## src/rtl/fetch_ctrl.sv

```systemverilog
// Instruction-fetch sequencer: steps the pc block, issues one imem request at a
// time, hands fetched words to decode and squashes responses from a stale path.
//
// state | meaning
// BOOT  | post-reset idle, counting BOOT_CYCLES before the first fetch
// REQ   | imem_req asserted at i_address, waiting for imem_gnt
// WAIT  | request granted, waiting for imem_rvalid (dropped if discard is set)
// VALID | instr/instr_pc presented to decode, waiting for instr_ready
module fetch_ctrl #(
  parameter int AW          = 32,
  parameter int DW          = 32,
  parameter int BOOT_CYCLES = 2,
  parameter int CNT_W       = 16
) (
  input  logic             clk,
  input  logic             reset_n,
  output logic             IF,
  output logic [1:0]       pc_cmd,
  output logic [AW-1:0]    pc_v,
  input  logic [AW-1:0]    i_address,
  output logic             imem_req,
  output logic [AW-1:0]    imem_addr,
  input  logic             imem_gnt,
  input  logic             imem_rvalid,
  input  logic [DW-1:0]    imem_rdata,
  output logic             instr_valid,
  output logic [DW-1:0]    instr,
  output logic [AW-1:0]    instr_pc,
  input  logic             instr_ready,
  input  logic             redirect_valid,
  input  logic             redirect_abs,
  input  logic [AW-1:0]    redirect_target,
  output logic [CNT_W-1:0] perf_fetch_cnt
);

  typedef enum logic [1:0] {
    S_BOOT  = 2'd0,
    S_REQ   = 2'd1,
    S_WAIT  = 2'd2,
    S_VALID = 2'd3
  } state_t;

  localparam logic [3:0] BOOT_LAST = 4'(BOOT_CYCLES - 1);

  state_t     state_q;
  logic [3:0] boot_cnt_q;
  logic       discard_q;
  logic       redir;
  logic       hs;

  // Redirects only count once the core is out of BOOT; a handshake needs VALID.
  assign redir = redirect_valid && (state_q != S_BOOT);
  assign hs    = (state_q == S_VALID) && instr_ready;

  // The address bus mirrors the pc only while a request is on the bus.
  assign imem_addr = imem_req ? i_address : '0;

  // pc block control: a redirect wins over a sequential PC+4 step.
  always_comb begin
    IF     = 1'b0;
    pc_cmd = 2'b01;
    pc_v   = '0;
    if (redir) begin
      IF     = 1'b1;
      pc_cmd = {1'b1, redirect_abs};
      pc_v   = redirect_target;
    end else if (hs) begin
      IF     = 1'b1;
      pc_cmd = 2'b00;
    end
  end

  // Fetch sequencing with registered request/valid outputs.
  always_ff @(posedge clk) begin
    if (!reset_n) begin
      state_q        <= S_BOOT;
      boot_cnt_q     <= '0;
      discard_q      <= 1'b0;
      imem_req       <= 1'b0;
      instr_valid    <= 1'b0;
      instr          <= '0;
      instr_pc       <= '0;
      perf_fetch_cnt <= '0;
    end else begin
      case (state_q)
        S_BOOT: begin
          if (boot_cnt_q == BOOT_LAST) begin
            state_q  <= S_REQ;
            imem_req <= 1'b1;
          end else begin
            boot_cnt_q <= boot_cnt_q + 4'd1;
          end
        end
        S_REQ: begin
          // Without a grant the request simply re-issues at the updated pc.
          if (imem_gnt) begin
            instr_pc  <= i_address;
            imem_req  <= 1'b0;
            discard_q <= redir;
            state_q   <= S_WAIT;
          end
        end
        S_WAIT: begin
          if (imem_rvalid) begin
            discard_q <= 1'b0;
            if (discard_q || redir) begin
              imem_req <= 1'b1;
              state_q  <= S_REQ;
            end else begin
              instr       <= imem_rdata;
              instr_valid <= 1'b1;
              state_q     <= S_VALID;
            end
          end else if (redir) begin
            discard_q <= 1'b1;
          end
        end
        S_VALID: begin
          if (redir) begin
            instr_valid <= 1'b0;
            imem_req    <= 1'b1;
            state_q     <= S_REQ;
          end else if (instr_ready) begin
            instr_valid    <= 1'b0;
            imem_req       <= 1'b1;
            perf_fetch_cnt <= perf_fetch_cnt + 1'b1;
            state_q        <= S_REQ;
          end
        end
        default: begin
          state_q <= S_BOOT;
        end
      endcase
    end
  end

endmodule

```

## config.mk

```make
export PLATFORM = sky130hd
export DESIGN_NAME = fetch_ctrl
export DESIGN_NICKNAME = d
export VERILOG_FILES = /design/src/rtl/fetch_ctrl.sv
export SDC_FILE = /design/constraint.sdc
export NUM_CORES = 1
export LEC_CHECK = 0
export ABC_AREA = 1
export CAP_MARGIN = 10
export CORE_UTILIZATION = 38
export DETAILED_ROUTE_END_ITERATION = 16
export PLACE_DENSITY = 0.82
export SKIP_CTS_REPAIR_TIMING = 1
export SLEW_MARGIN = 5
export SYNTH_ARGS = -nofsm -noshare
export SYNTH_HDL_FRONTEND = slang
export SYNTH_SLANG_ARGS = --single-unit
```

## constraint.sdc

```tcl
create_clock -name clk -period 1.79 [get_ports clk]
set_input_delay 0.2685 -clock clk [delete_from_list [all_inputs] [get_ports clk]]
set_output_delay 0.2685 -clock clk [all_outputs]
set_load 0.1 [all_outputs]
```

==> results of run 1 <==
[placed cells by master (no fill, tap or decap), types with 2 or more instances in the layout]
| master | synthesis | routed |
|---|---|---|
| sky130_fd_sc_hd__nand2_1 | 114 | 111 |
| sky130_fd_sc_hd__clkdlybuf4s50_1 | 0 | 102 |
| sky130_fd_sc_hd__nor2_1 | 127 | 95 |
| sky130_fd_sc_hd__buf_4 | 5 | 92 |
| sky130_fd_sc_hd__buf_12 | 0 | 77 |
| sky130_fd_sc_hd__dfxtp_1 | 89 | 76 |
| sky130_fd_sc_hd__inv_1 | 98 | 66 |
| sky130_fd_sc_hd__a21oi_1 | 49 | 49 |
| sky130_fd_sc_hd__o21ai_0 | 43 | 43 |
| sky130_fd_sc_hd__nand3_1 | 42 | 42 |
| sky130_fd_sc_hd__nor2_4 | 1 | 33 |
| sky130_fd_sc_hd__clkinvlp_4 | 0 | 32 |
| sky130_fd_sc_hd__dfxtp_2 | 0 | 12 |
| sky130_fd_sc_hd__clkbuf_8 | 0 | 9 |
| sky130_fd_sc_hd__nand4_1 | 6 | 6 |
| sky130_fd_sc_hd__ha_1 | 7 | 6 |
| sky130_fd_sc_hd__nand2_2 | 2 | 4 |
| sky130_fd_sc_hd__inv_2 | 2 | 3 |
| sky130_fd_sc_hd__nand2_4 | 4 | 3 |
| sky130_fd_sc_hd__nor2_2 | 3 | 3 |
| sky130_fd_sc_hd__inv_8 | 0 | 3 |
| sky130_fd_sc_hd__nand2_8 | 0 | 2 |
| sky130_fd_sc_hd__clkbuf_16 | 0 | 2 |
[worst paths after layout]
kind,start,endpoint,slack (ps),cells after the start
setup / recovery,state_q[0],pc_v[20],-100,7
hold / removal,imem_rdata[29],instr[29],460,3
setup reg to reg,state_q[0],instr[4],140,10
hold reg to reg,instr[12],instr[12],470,2
[per-stage QoR]
stage / power [mW] / cell area (um2) / setup slack (ps) / cells / utilization
global route: 9.768 / 8117 / -175.8 / 1021 / 0.7724
detailed placement: 7.885 / 7742 / -35.90 / 995 / 0.7368
CTS: 9.261 / 7940 / -326.7 / 1011 / 0.7556
floorplan: 6.123 / 4567 / -70.19 / 628 / -
global placement: 7.807 / 7742 / 62.05 / 995 / 0.7368
finish: 9.403 / 8117 / -96.32 / 1021 / 0.7724
[worst max-delay path: stages (launching register included)]
cell and delay (ps):
sky130_fd_sc_hd__dfxtp_2 360, sky130_fd_sc_hd__inv_2 50, sky130_fd_sc_hd__ha_4 170, sky130_fd_sc_hd__inv_4 70, sky130_fd_sc_hd__nand2_8 90, sky130_fd_sc_hd__clkbuf_16 210, sky130_fd_sc_hd__nor2_4 130, sky130_fd_sc_hd__buf_12 180
[power by group through the flow]
stage | combinational, mW | sequential [mW] | clock, mW
2_1_floorplan | 2.61 | 3.51 | 0
3_3_place_gp | 5.40 | 2.41 | 0
3_5_place_dp | 5.46 | 2.42 | 0
4_1_cts | 5.47 | 2.38 | 1.41
5_1_grt | 5.90 | 2.38 | 1.49
6_report | 5.68 | 2.35 | 1.37
[routing by layer]
metal  global-route usage  wire length, um  part of all wire  vias up
li1                     -                -                 -     2438
met1               0.2477             5217              0.36     2250
met2               0.4429             7638              0.53      237
met3              0.07903             1308             0.090       26
met4              0.09100              334             0.023        0
met5                    0                0                 0        -
[final cells by class]
type / count / area, um2
clock inverter: 7 / 73.82
fill: 712 / 2392
sequential: 89 / 1800
tap: 136 / 170.2
inverter: 101 / 499.2
multi-input combinational: 405 / 2135
clock buffer: 9 / 123.9
timing repair buffer: 274 / 3314
[flip-flops by register name, summed over array words and instances (netlist names)]
signal / count
instr_pc: 32
imem_req: 1
boot_cnt_q: 4
discard_q: 1
instr_valid: 1
perf_fetch_cnt: 16
instr: 32
state_q: 2
[cells by family after synthesis]
family | count (synthesis) | share of synthesized area
AO/OA/AOI/OAI | 97 | 0.1201
adder cells (fa/ha/maj) | 7 | 0.02092
buffers and inverters | 134 | 0.1321
flip-flops | 89 | 0.4256
AND/OR/NAND/NOR | 301 | 0.3013
==> key figures, run 1 <==
STA
  • Min Tclk post-route: 1886 ps
  • Smallest hold slack: 464.7 ps
  • Final cycle utilization of the critical path: 1.054
  • Worst slew margin relative to its limit: 0.7579
  • RSZ-0062 raised after global routing: true
  • Number of failing hold endpoints at the final stage: 0
  • Max Clock Skew: 15.01 ps
  • Pin slew with the least headroom to its limit: 363.2 ps
  • Pins Over Slew Limit: 0
  • Fin worst setup slack: -96.32 ps
  • Accumulated negative setup slack: -2056 ps
  • FMAX: 530.1 MHz
  • Finish-stage setup viols: 33

Power
  • Switching part of the total power: 0.5231
  • Worst vdd rail ir drop: 1.014 mV
  • Sequential fraction of design power: 0.250
  • Total internal power: 4.485 mW
  • Leakage power: 3.312 nW
  • Clock network fraction of design power: 0.146
  • Power per cell area: 1159 nW/um2
  • P_sw: 4.919 mW
  • Portion of total power attributed to combinational logic: 0.604

CTS
  • Clock tree from TritonCTS: built
  • Clock tree root buffer cell: sky130_fd_sc_hd__clkbuf_8
  • Clock tree sinks: 89
  • Number of CTS-inserted buffers: 9
  • Clock transition at the register clock pins on the worst setup and hold paths after CTS: 110 ps
  • Worst-Skew Late Latency: 370 ps
  • H-tree depth: 3
  • Number of buffers between clock root and the deepest sink: 2

Setup path
  • Data arrival time of the critical path: 1620 ps
  • Largest fanout on the critical path: 8
  • Required time worst endpoint: 1520 ps
  • Critical path startpoint category: flip-flop
  • Sort of element at the end of the critical path: output pin
  • Worst setup path class: reg -> out

Synth
  • Number of distinct library cells after synthesis: 27
  • Library cell occupying the most area in the post-synthesis netlist: sky130_fd_sc_hd__dfxtp_1
  • Most used standard cells in the synthesized netlist: sky130_fd_sc_hd__nor2_1 (127), sky130_fd_sc_hd__nand2_1 (114), sky130_fd_sc_hd__inv_1 (98)
  • Count leader, synth: sky130_fd_sc_hd__nor2_1
  • Mapped Avg Cell Area: 6.666 um2
  • Synth Instances: 628
  • Flip-flop cell with the highest count after synthesis: sky130_fd_sc_hd__dfxtp_1
  • Netlist area before placement: 4187 um2
  • YS warnings: 0
  • Count of flip-flops with a built-in enable after synthesis: 0
  • Area share of the largest cell type after synthesis: 0.4256
  • Register bit count reported by yosys: 89
  • Synth Net Count: 738
  • Sequential share of the synthesized area: 0.4256
  • Area contributors post-synth: sky130_fd_sc_hd__dfxtp_1 (43%), sky130_fd_sc_hd__nor2_1 (11%), sky130_fd_sc_hd__nand2_1 (10%), sky130_fd_sc_hd__inv_1 (8.8%), sky130_fd_sc_hd__a21oi_1 (5.9%)
  • Ys async rst share: 0

Placement
  • Count of buffers from port buffering: 251
  • Post-detail-place hpwl: 10980 um
  • Final weighted congestion of routability-driven global placement: 0.8340

Detailed routing
  • Total vias in the final route: 4951
  • Avg WL per Cell: 14.20 um
  • Number of design-rule violations left by the first detailed-router iteration: 281
  • Detail-routed via count per cell: 4.849
  • Number of design rule violations left after detail routing: 0
  • Total detailed-routing wirelength: 14500 um
  • Drt first pass iters: 5
  • ANT nets after route: 0

Hold path
  • Type of the most critical hold path: in -> reg

Floorplanning
  • Initial core utilization: 0.3984
  • Number of cell rows: 37
  • Y dimension of the die: 107.0 um
  • Std-Cell Core Area: 10510 um2
  • Width of the die: 107.0 um
  • Io pins: 252
  • Area of the die: 11440 um2

Outcome
  • Result of the run: complete, but fails checks
  • Violations in the final reports: negative setup slack

Global route
  • Maximum number of pins on one net before global-route repair: 35
  • Leftover overflow at the end of global routing: 0
  • Via count of the first global-routing pass: 4667
  • Antenna violations before repair: 0
  • Global router's overall resource usage: 0.2391
  • Global-route wire length before repair: 21650 um

Final layout
  • Share of final-layout standard cells stronger than drive strength 1: 0.3220
  • Diodes inserted: 0
  • Area grow syn2layout: 93.87%
  • Final net count: 990

Job
  • Maximum Capacitance Violations: 0
Note: power is estimated with default switching activity, not from simulation.
==> inputs of run 2 (changes only) <==
--- a/config.mk
+++ b/config.mk
@@ -9,6 +9,7 @@
 export CAP_MARGIN = 10
 export CORE_UTILIZATION = 38
 export DETAILED_ROUTE_END_ITERATION = 16
+export HOLD_SLACK_MARGIN = 0.12
 export PLACE_DENSITY = 0.82
 export SKIP_CTS_REPAIR_TIMING = 1
 export SLEW_MARGIN = 5
==> results of run 2 <==
Same layout as run 1: the final DEF is identical, and so are final timing and power.
